### src/rtl/rom_fetch_queue.sv
// Instruction fetch stage: owns the fetch PC, reads the combinational ROM and
// queues (pc, word) pairs for decode. Optional macro: ROM_FETCH_ALIGN_CHECK_EN.
module rom_fetch_queue #(
  parameter logic [31:0] RESET_PC  = 32'h0000_0000,
  parameter int          DEPTH     = 2,
  parameter logic [31:0] ROM_BYTES = 32'h0001_0000
) (
  input  logic        clk,
  input  logic        rst,
  output logic [31:0] rom_addr,
  input  logic [31:0] rom_data,
  input  logic        redirect_valid,
  input  logic [31:0] redirect_pc,
  output logic        inst_valid,
  input  logic        inst_ready,
  output logic [31:0] inst_data,
  output logic [31:0] inst_pc,
`ifdef ROM_FETCH_ALIGN_CHECK_EN
  output logic        align_fault,
`endif
  output logic        halted
);

  localparam int PW = (DEPTH > 1) ? $clog2(DEPTH) : 1;
  localparam int CW = PW + 1;
  localparam logic [CW-1:0] FULL = CW'(DEPTH);

  typedef enum logic {RUN, HALT} state_t;

  state_t         state;
  logic [31:0]    fetch_pc;
  logic [CW-1:0]  count;
  logic [PW-1:0]  rd_ptr;
  logic [PW-1:0]  wr_ptr;
  logic [PW-1:0]  next_rd;
  logic [31:0]    mem_pc   [DEPTH];
  logic [31:0]    mem_data [DEPTH];
  logic           in_range;
  logic           pop;
  logic           push;

  // Valid/ready: a head entry transfers on any rising edge where inst_valid
  // and inst_ready are both high, except when redirect_valid flushes the queue.
  assign rom_addr   = fetch_pc;
  assign inst_valid = (count != '0);
  assign halted     = (state == HALT);
  assign in_range   = (fetch_pc <= (ROM_BYTES - 32'd4));
  assign pop        = inst_valid && inst_ready;
  assign push       = (state == RUN) && !redirect_valid && in_range &&
                      ((count != FULL) || pop);
  assign next_rd    = rd_ptr + 1'b1;

  // Entry storage carries no reset; only the pointers and count qualify it.
  always_ff @(posedge clk) begin
    if (push) begin
      mem_pc[wr_ptr]   <= fetch_pc;
      mem_data[wr_ptr] <= rom_data;
    end
  end

  always_ff @(posedge clk or posedge rst) begin
    if (rst) begin
      fetch_pc  <= RESET_PC;
      count     <= '0;
      rd_ptr    <= '0;
      wr_ptr    <= '0;
      inst_data <= '0;
      inst_pc   <= '0;
`ifdef ROM_FETCH_ALIGN_CHECK_EN
      state       <= (RESET_PC[1:0] != 2'b00) ? HALT : RUN;
      align_fault <= (RESET_PC[1:0] != 2'b00);
`else
      state     <= RUN;
`endif
    end else if (redirect_valid) begin
      fetch_pc <= redirect_pc;
      count    <= '0;
      rd_ptr   <= '0;
      wr_ptr   <= '0;
`ifdef ROM_FETCH_ALIGN_CHECK_EN
      state       <= (redirect_pc[1:0] != 2'b00) ? HALT : RUN;
      align_fault <= (redirect_pc[1:0] != 2'b00);
`else
      state    <= RUN;
`endif
    end else begin
      if (push) begin
        wr_ptr   <= wr_ptr + 1'b1;
        fetch_pc <= fetch_pc + 32'd4;
      end
      if (pop) begin
        rd_ptr <= next_rd;
      end
      case ({push, pop})
        2'b10:   count <= count + 1'b1;
        2'b01:   count <= count - 1'b1;
        default: count <= count;
      endcase
      // Head registers track the entry that will sit at rd_ptr after this
      // edge; they hold their last value whenever the queue drains.
      if (pop) begin
        if (count > CW'(1)) begin
          inst_pc   <= mem_pc[next_rd];
          inst_data <= mem_data[next_rd];
        end else if (push) begin
          inst_pc   <= fetch_pc;
          inst_data <= rom_data;
        end
      end else if ((count == '0) && push) begin
        inst_pc   <= fetch_pc;
        inst_data <= rom_data;
      end
      if ((state == RUN) && !in_range) begin
        state <= HALT;
      end
    end
  end

endmodule

### config.mk
export PLATFORM = sky130hd
export DESIGN_NAME = rom_fetch_queue
export DESIGN_NICKNAME = d
export VERILOG_FILES = /design/src/rtl/rom_fetch_queue.sv
export SDC_FILE = /design/constraint.sdc
export NUM_CORES = 1
export LEC_CHECK = 0
export ABC_AREA = 1
export BUFFER_PORTS_ARGS = -buffer_cell sky130_fd_sc_hd__buf_4
export CAP_MARGIN = 15
export CORE_MARGIN = 5
export CORE_UTILIZATION = 45
export CTS_CLUSTER_DIAMETER = 200
export DETAILED_ROUTE_END_ITERATION = 12
export PLACE_DENSITY = 0.75
export SETUP_SLACK_MARGIN = 0.15
export SYNTH_ARGS = -nofsm -noshare
export SYNTH_HDL_FRONTEND = slang
export SYNTH_SLANG_ARGS = --single-unit
### constraint.sdc
create_clock -name clk -period 5.5 [get_ports clk]
set_clock_uncertainty 0.1 [all_clocks]
set_input_delay 0.275 -clock clk [delete_from_list [all_inputs] [get_ports clk]]
set_output_delay 0.275 -clock clk [all_outputs]
set_load 0.005 [all_outputs]
==> impl_results.md <==
- Multiplexer area fraction after synthesis: 0
- Synthesized flop and latch total: 229
- Clock sinks: ~230
- Pint: between 0.003 and 0.004 W
- Gr ovfl total: 0
- CP Cell Sequence: inv_1 -> ha_1 -> inv_2 -> nand2_2 -> inv_1 -> nand3_1 -> nand2_1 -> inv_2 -> nand2_4 -> nand2_1 -> nand2_1
- Critical Path RT: 5.79 ns
- Top cells by area, synth: edfxtp_1, dfrtp_1, nand2_1
- Post-Synth Adder-Cell Area: 0.00497
- CTS tree: yes
- Vias per cell: 5.29
- Post-synthesis xor/xnor area fraction: 0.00783
- Fmax: 308 MHz
- Post-synthesis sequential area ratio: 0.633
- Clock power frac: 0.312
- Synth cell count leaders: nand2_1, edfxtp_1, dfrtp_1
- Hold Fails Final Rpt: 0
- Max-slew headroom: 0.249
- Cell mode on critical path: nand2_1
- Worst path max stage delay: 0.64 ns
- Cell variety after synth: 32
- R2R Setup Slk: 2.25 ns
- Clock buffer depth: 3
- Outcome: completed
- Unrepaired setup endpoints after global routing: no
- FF+latch area: 0.00637 mm^2
- Drt pass-1 iters: 5
- Root Buffer: clkbuf_16
- First-pass GRT wire length: about 41 mm
- CTS clk-pin slew, worst paths: 0.06 ns
- Post-Syn Area: just over 0.01 mm^2
- Slew Limit Fails: 0
- Slew @ Worst Pin: 1.13 ns
- Min-delay worst type: in2reg
- Final WL: 25.6 mm
- DP Area: 0.0113 mm^2
- Post-CTS Setup Bufs: 0
- Core area: 0.0219 mm^2
- Final Cell Area: around 0.013 mm^2
- Placed insts: 1335
- CTS Buf Count: 25
- Nature of the critical path startpoint: register
- Combinational power share: 0.261
- Layout fillers: 1819
- Critical-path maximum fanout: 64
- EDFF count, synth: about 130
- Final setup viols: 0
- Post-Route Setup TNS: 0 ns
- Residual DRC count: 0
- Crit path kind: reg2reg
- PostCTS Resize Cnt: 0
- Async SR Flop Fraction: 0.441
- Area occupied by multi-input gates: 0.00316 mm^2
- Initial Utilization: 0.460
- Vias: 7645
- Syn_area_per_cell: 10.6 um^2
- Initial antenna violation count: 0
- Final core utilization: 0.586
- Largest family of logic cells by synthesized area: simple AND/OR/NAND/NOR gates
- Compound-Gate Fraction of Synth Area: 0.101
- Clock Latency Late Sink: 0.52 ns
- Cell Rows: 54
- Diode count: 0
- Die height: 160 um
- Wirelength per Cell: ~18 um
- Overall die width: about 160 um
- Peak VDD IR: 337 uV
- DPL Wire Length: 15.7 mm
- Fin crit period: 3.25 ns
- Switch share: 0.309
- Cell with the most instances after synthesis: nand2_1
- Synth Flop Type: edfxtp_1
- Psw: 0.00163 W
- Top cell type's share of synthesized area: 0.382
- Sequential power share: 0.427
- Crit path DAT: 3.54 ns
- Ys Warns: 0
- Layout area overhead: 27.5%
- Total GRT Usage: 0.196
- Largest net degree at the start of global routing: 67
- Routability congestion estimate: 0.813
- Max-Cap Viols: 0
- Slowest CP cell: inv_2
- IO Pins: 166
- WHS: roughly 0.020 ns
- Die area: 0.0255 mm^2
- Synth area leader: edfxtp_1
- Vias in the first global route: about 7700
- IO Port Bufs: 165
- Final ANT Viol Nets: 0
- CP Capture Type: register
- Power Dens Cells: approximately 400 mW/mm^2
- DR iter-0 viols: roughly 610
- Layout Nets: 1219
- H-tree depth: 1
- Leak: about 5.4 nW
- Post-Layout Cell Count: roughly 1400
- Syn Nets: 1018
- Period Utilization, post-route: 0.591
- Post-Syn Instances: 946
- Layout cells sized above 1: 0.250
- Post-synthesis simple-gate area fraction: 0.198
[worst max-delay path: cells and delay by family, from the launching register on]
| kind | cells | cell delay (ns) |
|---|---|---|
| fa+ha+maj | 1 | 0.22 |
| buf+inv | 4 | 0.95 |
| flops | 1 | 0.42 |
| simple gates | 6 | 1.36 |
[power groups by stage]
stage | logic (W) | registers, W | clock network, W
6_report | 0.00138 | 0.00226 | 0.00165
4_1_cts | 0.00139 | 0.00226 | 0.00167
3_3_place_gp | 0.00132 | 0.00228 | 0
2_1_floorplan | 0.000768 | 0.00227 | 0
5_1_grt | 0.00154 | 0.00229 | 0.00174
3_5_place_dp | 0.00135 | 0.00228 | 0
[logic make-up after synthesis]
family,count (synthesis)
fa+ha+maj,4
simple gates,436
xor+xnor,9
flops,229
buf+inv,106
compound gates,162
[final timing paths]
path,startpoint,to,cells after the start
max,count[0]$_DFFE_PP0P_,inst_pc[4]$_DFFE_PP0P_,11
min,redirect_pc[14],rom_addr[14]$_DFFE_PP0P_,5
max reg2reg,count[0]$_DFFE_PP0P_,inst_pc[4]$_DFFE_PP0P_,11
min reg2reg,inst_data[23]$_DFFE_PP0P_,inst_data[23]$_DFFE_PP0P_,2
max in group asynchronous,rst,rd_ptr$_DFFE_PP0P_,4
min in group asynchronous,rst,inst_data[23]$_DFFE_PP0P_,3
[registers in the layout, indices dropped and copies added (netlist names)]
signal and cells:
rom_addr 32, rd_ptr 1, mem_pc 64, halted 1
count 2, wr_ptr 1, inst_data 32, mem_data 64
inst_pc 32
[cells in the final DEF (no fill, tap or decap), types with 2 or more instances in the layout]
master | netlist | final
a21oi_1 | 5 | 5
buf_4 | 0 | 172
clkbuf_1 | 27 | 5
clkbuf_16 | 0 | 27
clkbuf_8 | 0 | 4
clkinv_1 | 2 | 4
clkinv_2 | 0 | 6
dfrtp_1 | 101 | 100
dlygate4sd3_1 | 0 | 64
edfxtp_1 | 128 | 128
ha_1 | 4 | 4
inv_1 | 31 | 29
inv_2 | 10 | 11
nand2_1 | 215 | 214
nand2_2 | 4 | 5
nand2_4 | 2 | 2
nand3_1 | 61 | 61
nand3_2 | 22 | 22
nand4_1 | 3 | 3
nor2_1 | 90 | 87
nor2_4 | 2 | 5
nor3_1 | 4 | 4
o211ai_1 | 28 | 28
o21ai_0 | 83 | 83
o21ai_1 | 9 | 9
o41ai_1 | 36 | 36
or2_2 | 29 | 30
xor2_1 | 9 | 9
[timing repair]
item,in CTS,in global routing
endpoints found under the setup margin,0,0
hold buffers,64,0
endpoints found under the hold margin,139,0
[metal layers]
metal  global-route usage  vias up  routed length (um)
met5                    0        -                   0
met4               0.0458        0                 569
met2                0.320      264               12200
met1                0.275     3658               11200
met3               0.0360       44                1630
li1                     -     3679                   -
[stage by stage]
step                      setup slack, ns  power [W]
after CTS                            2.23    0.00532
after floorplan                      1.04    0.00303
after global routing                 1.97    0.00557
after detailed placement             2.25    0.00364
final                                2.25    0.00528
after global placement               2.30    0.00360
[layout make-up]
cell class                 instances  area share
multi-input combinational        611       0.247
inverter                          43      0.0128
clock inverter                    10     0.00595
clock buffer                      36      0.0584
timing repair buffer             237       0.152
sequential                       229       0.497
tap                              280      0.0273
(Power assumes the default switching activity.)
